File: src/rtl/score_digit_overlay_if.sv
// Pixel-query bundle between the raster/score sources and the score digit overlay.
interface score_digit_overlay_if;
  logic       frame_clk;
  logic [9:0] DrawX;
  logic [9:0] DrawY;
  logic [3:0] score0;
  logic [3:0] score1;
  logic [3:0] score2;
  logic [3:0] score3;
  logic       score_on;

  modport master (
    output frame_clk, DrawX, DrawY, score0, score1, score2, score3,
    input  score_on
  );

  modport slave (
    input  frame_clk, DrawX, DrawY, score0, score1, score2, score3,
    output score_on
  );
endinterface

File: src/rtl/score_digit_overlay.sv
// Four-digit 7-segment score overlay: per-frame digit shadowing, 2-stage pixel lookup.
module score_digit_overlay #(
  parameter int unsigned X0    = 560,
  parameter int unsigned Y0    = 16,
  parameter int unsigned DIG_W = 16,
  parameter int unsigned DIG_H = 32,
  parameter int unsigned GAP   = 4
) (
  input logic                  Clk,
  input logic                  Reset,
  score_digit_overlay_if.slave bus
);

  localparam int unsigned Pitch = DIG_W + GAP;
  localparam int unsigned T     = DIG_W / 4;
  localparam int unsigned H2    = DIG_H / 2;

  localparam logic [9:0] SegT   = 10'(T);
  localparam logic [9:0] RightX = 10'(DIG_W - T);
  localparam logic [9:0] BotY   = 10'(DIG_H - T);
  localparam logic [9:0] MidY   = 10'(H2);
  localparam logic [9:0] GLo    = 10'(H2 - T / 2);
  localparam logic [9:0] GHi    = 10'(H2 + T / 2);

  // Segment mask order is {a, b, c, d, e, f, g}; non-decimal values light nothing.
  function automatic logic [6:0] seg_mask(input logic [3:0] d);
    logic [6:0] m;
    unique case (d)
      4'd0:    m = 7'b1111110;
      4'd1:    m = 7'b0110000;
      4'd2:    m = 7'b1101101;
      4'd3:    m = 7'b1111001;
      4'd4:    m = 7'b0110011;
      4'd5:    m = 7'b1011011;
      4'd6:    m = 7'b1011111;
      4'd7:    m = 7'b1110000;
      4'd8:    m = 7'b1111111;
      4'd9:    m = 7'b1111011;
      default: m = 7'b0000000;
    endcase
    return m;
  endfunction

  logic             frame_q;
  logic             frame_edge;
  // Indexed by cell: cell 0 holds the thousands digit, cell 3 the units digit.
  logic [3:0][3:0]  digit_q;
  logic [3:0]       blank_q;
  logic [3:0]       blank_d;

  logic             in_cell_q, in_cell_d;
  logic [1:0]       cell_q, cell_d;
  logic [9:0]       lx_q, lx_d;
  logic [9:0]       ly_q, ly_d;
  logic             score_on_q, score_on_d;

  logic [31:0]      x_w, y_w;
  logic             y_hit;
  logic [3:0]       cur_digit;
  logic [6:0]       region;

  assign frame_edge = bus.frame_clk & ~frame_q;
  assign x_w        = 32'(bus.DrawX);
  assign y_w        = 32'(bus.DrawY);

  // Leading-zero suppression chains from the thousands cell toward the units cell.
  always_comb begin
    blank_d    = '0;
    blank_d[0] = (bus.score3 == 4'd0) | (bus.score3 > 4'd9);
    blank_d[1] = (blank_d[0] & (bus.score2 == 4'd0)) | (bus.score2 > 4'd9);
    blank_d[2] = (blank_d[1] & (bus.score1 == 4'd0)) | (bus.score1 > 4'd9);
    blank_d[3] = bus.score0 > 4'd9;
  end

  // Compare in 32 bits so coordinates left of / above the window never wrap into a hit.
  always_comb begin
    in_cell_d = 1'b0;
    cell_d    = 2'd0;
    lx_d      = 10'd0;
    y_hit     = (y_w >= Y0) && (y_w < Y0 + DIG_H);
    ly_d      = bus.DrawY - 10'(Y0);
    for (int unsigned i = 0; i < 4; i++) begin
      if ((x_w >= X0 + i * Pitch) && (x_w < X0 + i * Pitch + DIG_W)) begin
        in_cell_d = y_hit;
        cell_d    = 2'(i);
        lx_d      = bus.DrawX - 10'(X0 + i * Pitch);
      end
    end
  end

  always_comb begin
    cur_digit  = digit_q[cell_q];
    region     = '0;
    region[6]  = ly_q < SegT;
    region[5]  = (lx_q >= RightX) && (ly_q < MidY);
    region[4]  = (lx_q >= RightX) && (ly_q >= MidY);
    region[3]  = ly_q >= BotY;
    region[2]  = (lx_q < SegT) && (ly_q >= MidY);
    region[1]  = (lx_q < SegT) && (ly_q < MidY);
    region[0]  = (ly_q >= GLo) && (ly_q < GHi);
    score_on_d = in_cell_q & ~blank_q[cell_q] & (|(seg_mask(cur_digit) & region));
  end

  always_ff @(posedge Clk or negedge Reset) begin
    if (!Reset) begin
      frame_q    <= 1'b0;
      digit_q    <= '0;
      blank_q    <= 4'b0111;
      in_cell_q  <= 1'b0;
      cell_q     <= 2'd0;
      lx_q       <= 10'd0;
      ly_q       <= 10'd0;
      score_on_q <= 1'b0;
    end else begin
      frame_q <= bus.frame_clk;
      if (frame_edge) begin
        digit_q[0] <= bus.score3;
        digit_q[1] <= bus.score2;
        digit_q[2] <= bus.score1;
        digit_q[3] <= bus.score0;
        blank_q    <= blank_d;
      end
      in_cell_q  <= in_cell_d;
      cell_q     <= cell_d;
      lx_q       <= lx_d;
      ly_q       <= ly_d;
      score_on_q <= score_on_d;
    end
  end

  assign bus.score_on = score_on_q;

endmodule
File: src/flat_wrapper.sv
// flat-port wrapper written by rule: the top's interface ports become plain ports
module score_digit_overlay_flat 
#(
  parameter int unsigned X0    = 560,
  parameter int unsigned Y0    = 16,
  parameter int unsigned DIG_W = 16,
  parameter int unsigned DIG_H = 32,
  parameter int unsigned GAP   = 4
)
  (Clk, Reset, bus_frame_clk, bus_DrawX, bus_DrawY, bus_score0, bus_score1, bus_score2, bus_score3, bus_score_on);
  score_digit_overlay_if bus_i ();
  input logic Clk;
  input logic Reset;
  input wire logic [$bits(bus_i.frame_clk)-1:0] bus_frame_clk;
  input wire logic [$bits(bus_i.DrawX)-1:0] bus_DrawX;
  input wire logic [$bits(bus_i.DrawY)-1:0] bus_DrawY;
  input wire logic [$bits(bus_i.score0)-1:0] bus_score0;
  input wire logic [$bits(bus_i.score1)-1:0] bus_score1;
  input wire logic [$bits(bus_i.score2)-1:0] bus_score2;
  input wire logic [$bits(bus_i.score3)-1:0] bus_score3;
  output wire logic [$bits(bus_i.score_on)-1:0] bus_score_on;
  assign bus_i.frame_clk = bus_frame_clk;
  assign bus_i.DrawX = bus_DrawX;
  assign bus_i.DrawY = bus_DrawY;
  assign bus_i.score0 = bus_score0;
  assign bus_i.score1 = bus_score1;
  assign bus_i.score2 = bus_score2;
  assign bus_i.score3 = bus_score3;
  assign bus_score_on = bus_i.score_on;
  score_digit_overlay #(.X0(X0), .Y0(Y0), .DIG_W(DIG_W), .DIG_H(DIG_H), .GAP(GAP)) u_core (.Clk(Clk), .Reset(Reset), .bus(bus_i));
endmodule
File: config.mk
export PLATFORM = sky130hd
export DESIGN_NAME = score_digit_overlay_flat
export DESIGN_NICKNAME = d
export VERILOG_FILES = /design/src/rtl/score_digit_overlay_if.sv /design/src/rtl/score_digit_overlay.sv /design/src/flat_wrapper.sv
export SDC_FILE = /design/constraint.sdc
export NUM_CORES = 1
export LEC_CHECK = 0
export BUFFER_PORTS_ARGS = -buffer_cell sky130_fd_sc_hd__buf_2
export CORE_UTILIZATION = 55
export DETAILED_ROUTE_END_ITERATION = 8
export PLACE_DENSITY = 0.81
export SYNTH_ARGS = -nofsm -noshare
export SYNTH_HDL_FRONTEND = slang
export SYNTH_SLANG_ARGS = --single-unit
export TNS_END_PERCENT = 10
File: constraint.sdc
create_clock -name Clk -period 5.1 [get_ports Clk]
set_input_delay 0.255 -clock Clk [delete_from_list [all_inputs] [get_ports Clk]]
set_output_delay 0.255 -clock Clk [all_outputs]
set_load 0.1 [all_outputs]
==> impl_metrics.env <==
export IMPL_outcome="finished, violations left"
export IMPL_violations="design-rule violations"
export IMPL_synth_cell_type_count=54
export IMPL_multi_input_area_mm2=0.00143
export IMPL_endpoint_kind="flop"
export IMPL_final_cells=334
export IMPL_grt_pass1_vias=1928
export IMPL_die_w_um=70.8
export IMPL_ys_flop_type="dfrtp_1"
export IMPL_muxShareOfSynthArea_pct=12.9
export IMPL_ys_seq_area_share_pct=40.6
export IMPL_finalSetupTns_ns=0
export IMPL_synth_simple_area_share_pct=12.9
export IMPL_arrival_ns=2.67
export IMPL_ys_top_cells_by_area="dfrtp_1 (38%), ha_1 (11%), mux2_2 (7.4%)"
export IMPL_place_gp_congestion=0.960
export IMPL_drc_errors=4
export IMPL_nNetsFinal=342
export IMPL_ant_nets=0
export IMPL_diodes=0
export IMPL_startpoint="u_core.cell_q[0]"
export IMPL_io_buffers=39
export IMPL_drtIter0Drc=112
export IMPL_r2r_slack_ns=2.62
export IMPL_synth_top_family_by_area="compound AO/OA/AOI/OAI gates"
export IMPL_synth_net_count=304
export IMPL_power_density_mw_per_mm2=292
export IMPL_antenna_found_initial=0
export IMPL_crit_chain="mux4_1 -> inv_1 -> ha_1 -> and4_2 -> a31oi_1 -> a22oi_2 -> a311oi_1"
export IMPL_ctsResizeCount=0
export IMPL_area_delta_synth_final_pct=13.3
export IMPL_worstSetupPathType="flop to flop"
export IMPL_setup_viol=0
export IMPL_synth_compound_area_share_pct=15.6
export IMPL_synth_top_cell_area_share_pct=37.5
export IMPL_vias=2007
export IMPL_max_cap_viol_count=0
export IMPL_fin_crit_sh_pct=48.7
export IMPL_track_usage_pct=22.1
export IMPL_dieArea_mm2=0.00501
export IMPL_hold_class="primary input to flop"
export IMPL_hold_start="bus_frame_clk"
export IMPL_reg2reg_from="u_core.cell_q[0]"
export IMPL_cts_max_path_buffers=2
export IMPL_clock_skew_ns=0.00768
export IMPL_synth_area_mm2=0.00260
export IMPL_synthTopCellsByCount="dfrtp_1 (39), ha_1 (22), inv_1 (17), mux2_2 (17), o21ai_0 (16)"
export IMPL_cts_clk_slew_worst_paths_ns=0.08
export IMPL_p_leak_nw=1.35
export IMPL_report_final_hold_viol_count=0
export IMPL_synth_most_common_cell="dfrtp_1"
export IMPL_grt_max_degree=43
export IMPL_root_buffer="clkbuf_8"
export IMPL_synthArstFlopShare_pct=100
export IMPL_maxSlewViolCount=0
export IMPL_grt_pass1_wl_um=8720
export IMPL_synth_edff_count=0
export IMPL_crit_slowest_cell="mux4_1"
export IMPL_cts_tree="yes"
export IMPL_min_period_ns=2.48
export IMPL_critPathMaxStageDelay_ns=0.65
export IMPL_drive_above_1_share_pct=26.6
export IMPL_wl_um=5250
export IMPL_cts_buffers=5
export IMPL_clk_latency_ns=0.29
export IMPL_yosysTopAreaCell="dfrtp_1"
export IMPL_cp_required_ns=5.28
export IMPL_wire_per_inst_um=15.7
export IMPL_io_pins=40
export IMPL_drtPass1Iterations=6
export IMPL_nFillCells=355
export IMPL_r2r_end="u_core.bus.score_on"
export IMPL_clock_sinks=42
export IMPL_synth_xor_area_share_pct=3.03
export IMPL_reg2reg_depth=7
export IMPL_synth_seq_cells=42
export IMPL_rsz0062_at_grt="no"
export IMPL_synthAdderAreaFrac_pct=10.6
export IMPL_worst_pin_slew_ns=0.908
export IMPL_syn_area_per_cell_um2=10.7
export IMPL_clock_fmax_ghz=0.403
export IMPL_critPathLaunchType="flop"
export IMPL_ir_drop_mv=0.173
export IMPL_syn_inst=243
export IMPL_start_util_pct=58.5
export IMPL_avgViaCountPerCell=6.01
export IMPL_place_detailed_hpwl_um=3900
export IMPL_cts_setup_buffers=0
export IMPL_slew_headroom_pct=39.5
export IMPL_hold_buffers=0
export IMPL_ff_latch_area_mm2=0.00105
export IMPL_coreArea_mm2=0.00444
export IMPL_htree_levels=2
export IMPL_ys_warn_count=0
export IMPL_crit_path_max_fanout=5
export IMPL_holdPathEnd="u_core.frame_q"
export IMPL_dp_cells=326
export IMPL_min_path_cells=1
export IMPL_gr_total_overflow=0
export IMPL_rows=24
export IMPL_dieHeight_um=70.8
==> layout make-up <==
type	instances	share of cell area, %
timing repair buffer	39	6.62
multi-input combinational	176	48.5
clock buffer	5	2.34
tap	52	2.21
inverter	17	2.17
sequential	42	35.8
clock inverter	3	2.34
==> logic make-up (layout without fill, tap and decap cells) <==
kind of cell | after synthesis | count (layout)
muxes | 24 | 24
DFF | 42 | 42
AOI/OAI and AO/OA | 59 | 59
and+or+nand+nor | 62 | 62
buffers and inverters | 25 | 64
xor gates and xnor gates | 9 | 9
adders and majority gates | 22 | 22
==> worst max path at each step <==
stage,cells after the start,slack [ns],end
4_1_cts,7,2.61,u_core.bus.score_on
2_1_floorplan,8,2.95,u_core.bus.score_on
3_3_place_gp,5,2.81,u_core.bus.score_on
5_1_grt,7,2.45,u_core.bus.score_on
6_report,7,2.62,u_core.bus.score_on
3_5_place_dp,7,2.65,u_core.bus.score_on
==> through the flow <==
step           power [mW]  util [%]  setup WS (ns)  area [µm²]  hold slack, ns
2_1_floorplan       0.501         -           2.95        2600         -0.0406
5_1_grt             0.905      66.3           2.45        2950          0.0597
4_1_cts             0.866      66.3           2.61        2950          0.0736
3_3_place_gp        0.546      63.2           2.81        2810           0.378
6_report            0.860      66.3           2.62        2950          0.0795
3_5_place_dp        0.552      63.2           2.65        2810           0.381
==> report_power, final <==
part | switching [mW] | internal [mW]
sequential | 0.0186 | 0.366
combinational | 0.0876 | 0.0759
clock | 0.115 | 0.196
==> placed cells by master, fill, tap and decap left out, types with 4 or more instances in the layout <==
cell      Yosys  layout
xnor2_1       5       5
buf_2         0      39
clkbuf_8      1       5
o21a_1        4       4
nor2_1       15      15
o22ai_1       4       4
a21oi_1       9       9
ha_1         22      22
nand2_1      14      14
dfrtp_1      39      39
nand3_1       4       4
inv_1        17      17
xor2_1        4       4
nor3_1        9       9
o21ai_0      16      16
nor4_1        4       4
mux2_2       17      17
==> worst max-delay path: cells and delay by family (launching register included) <==
family          cells  cell delay (ns)
mux                 1             0.65
compound gates      3             0.63
flops               1             0.50
fa+ha+maj           1             0.26
simple gates        1             0.19
buf+inv             1             0.15
==> per-layer routing <==
| metal | up-vias | global-route usage, % | share of wire, % |
|---|---|---|---|
| met5 | - | 0 | 0 |
| met4 | 0 | 7.33 | 1.3 |
| met3 | 6 | 3.99 | 3.1 |
| met2 | 47 | 37.3 | 51 |
| met1 | 986 | 29.1 | 44 |
| li1 | 968 | - | - |
==> flip-flops by register name, summed over array words and instances (netlist names) <==
name                 count
u_core.bus.score_on      1
u_core.cell_q            2
u_core.lx_q              8
u_core.in_cell_q         1
u_core.frame_q           1
u_core.blank_q           4
u_core.digit_q          16
u_core.ly_q              9
(Power assumes the default switching activity.)
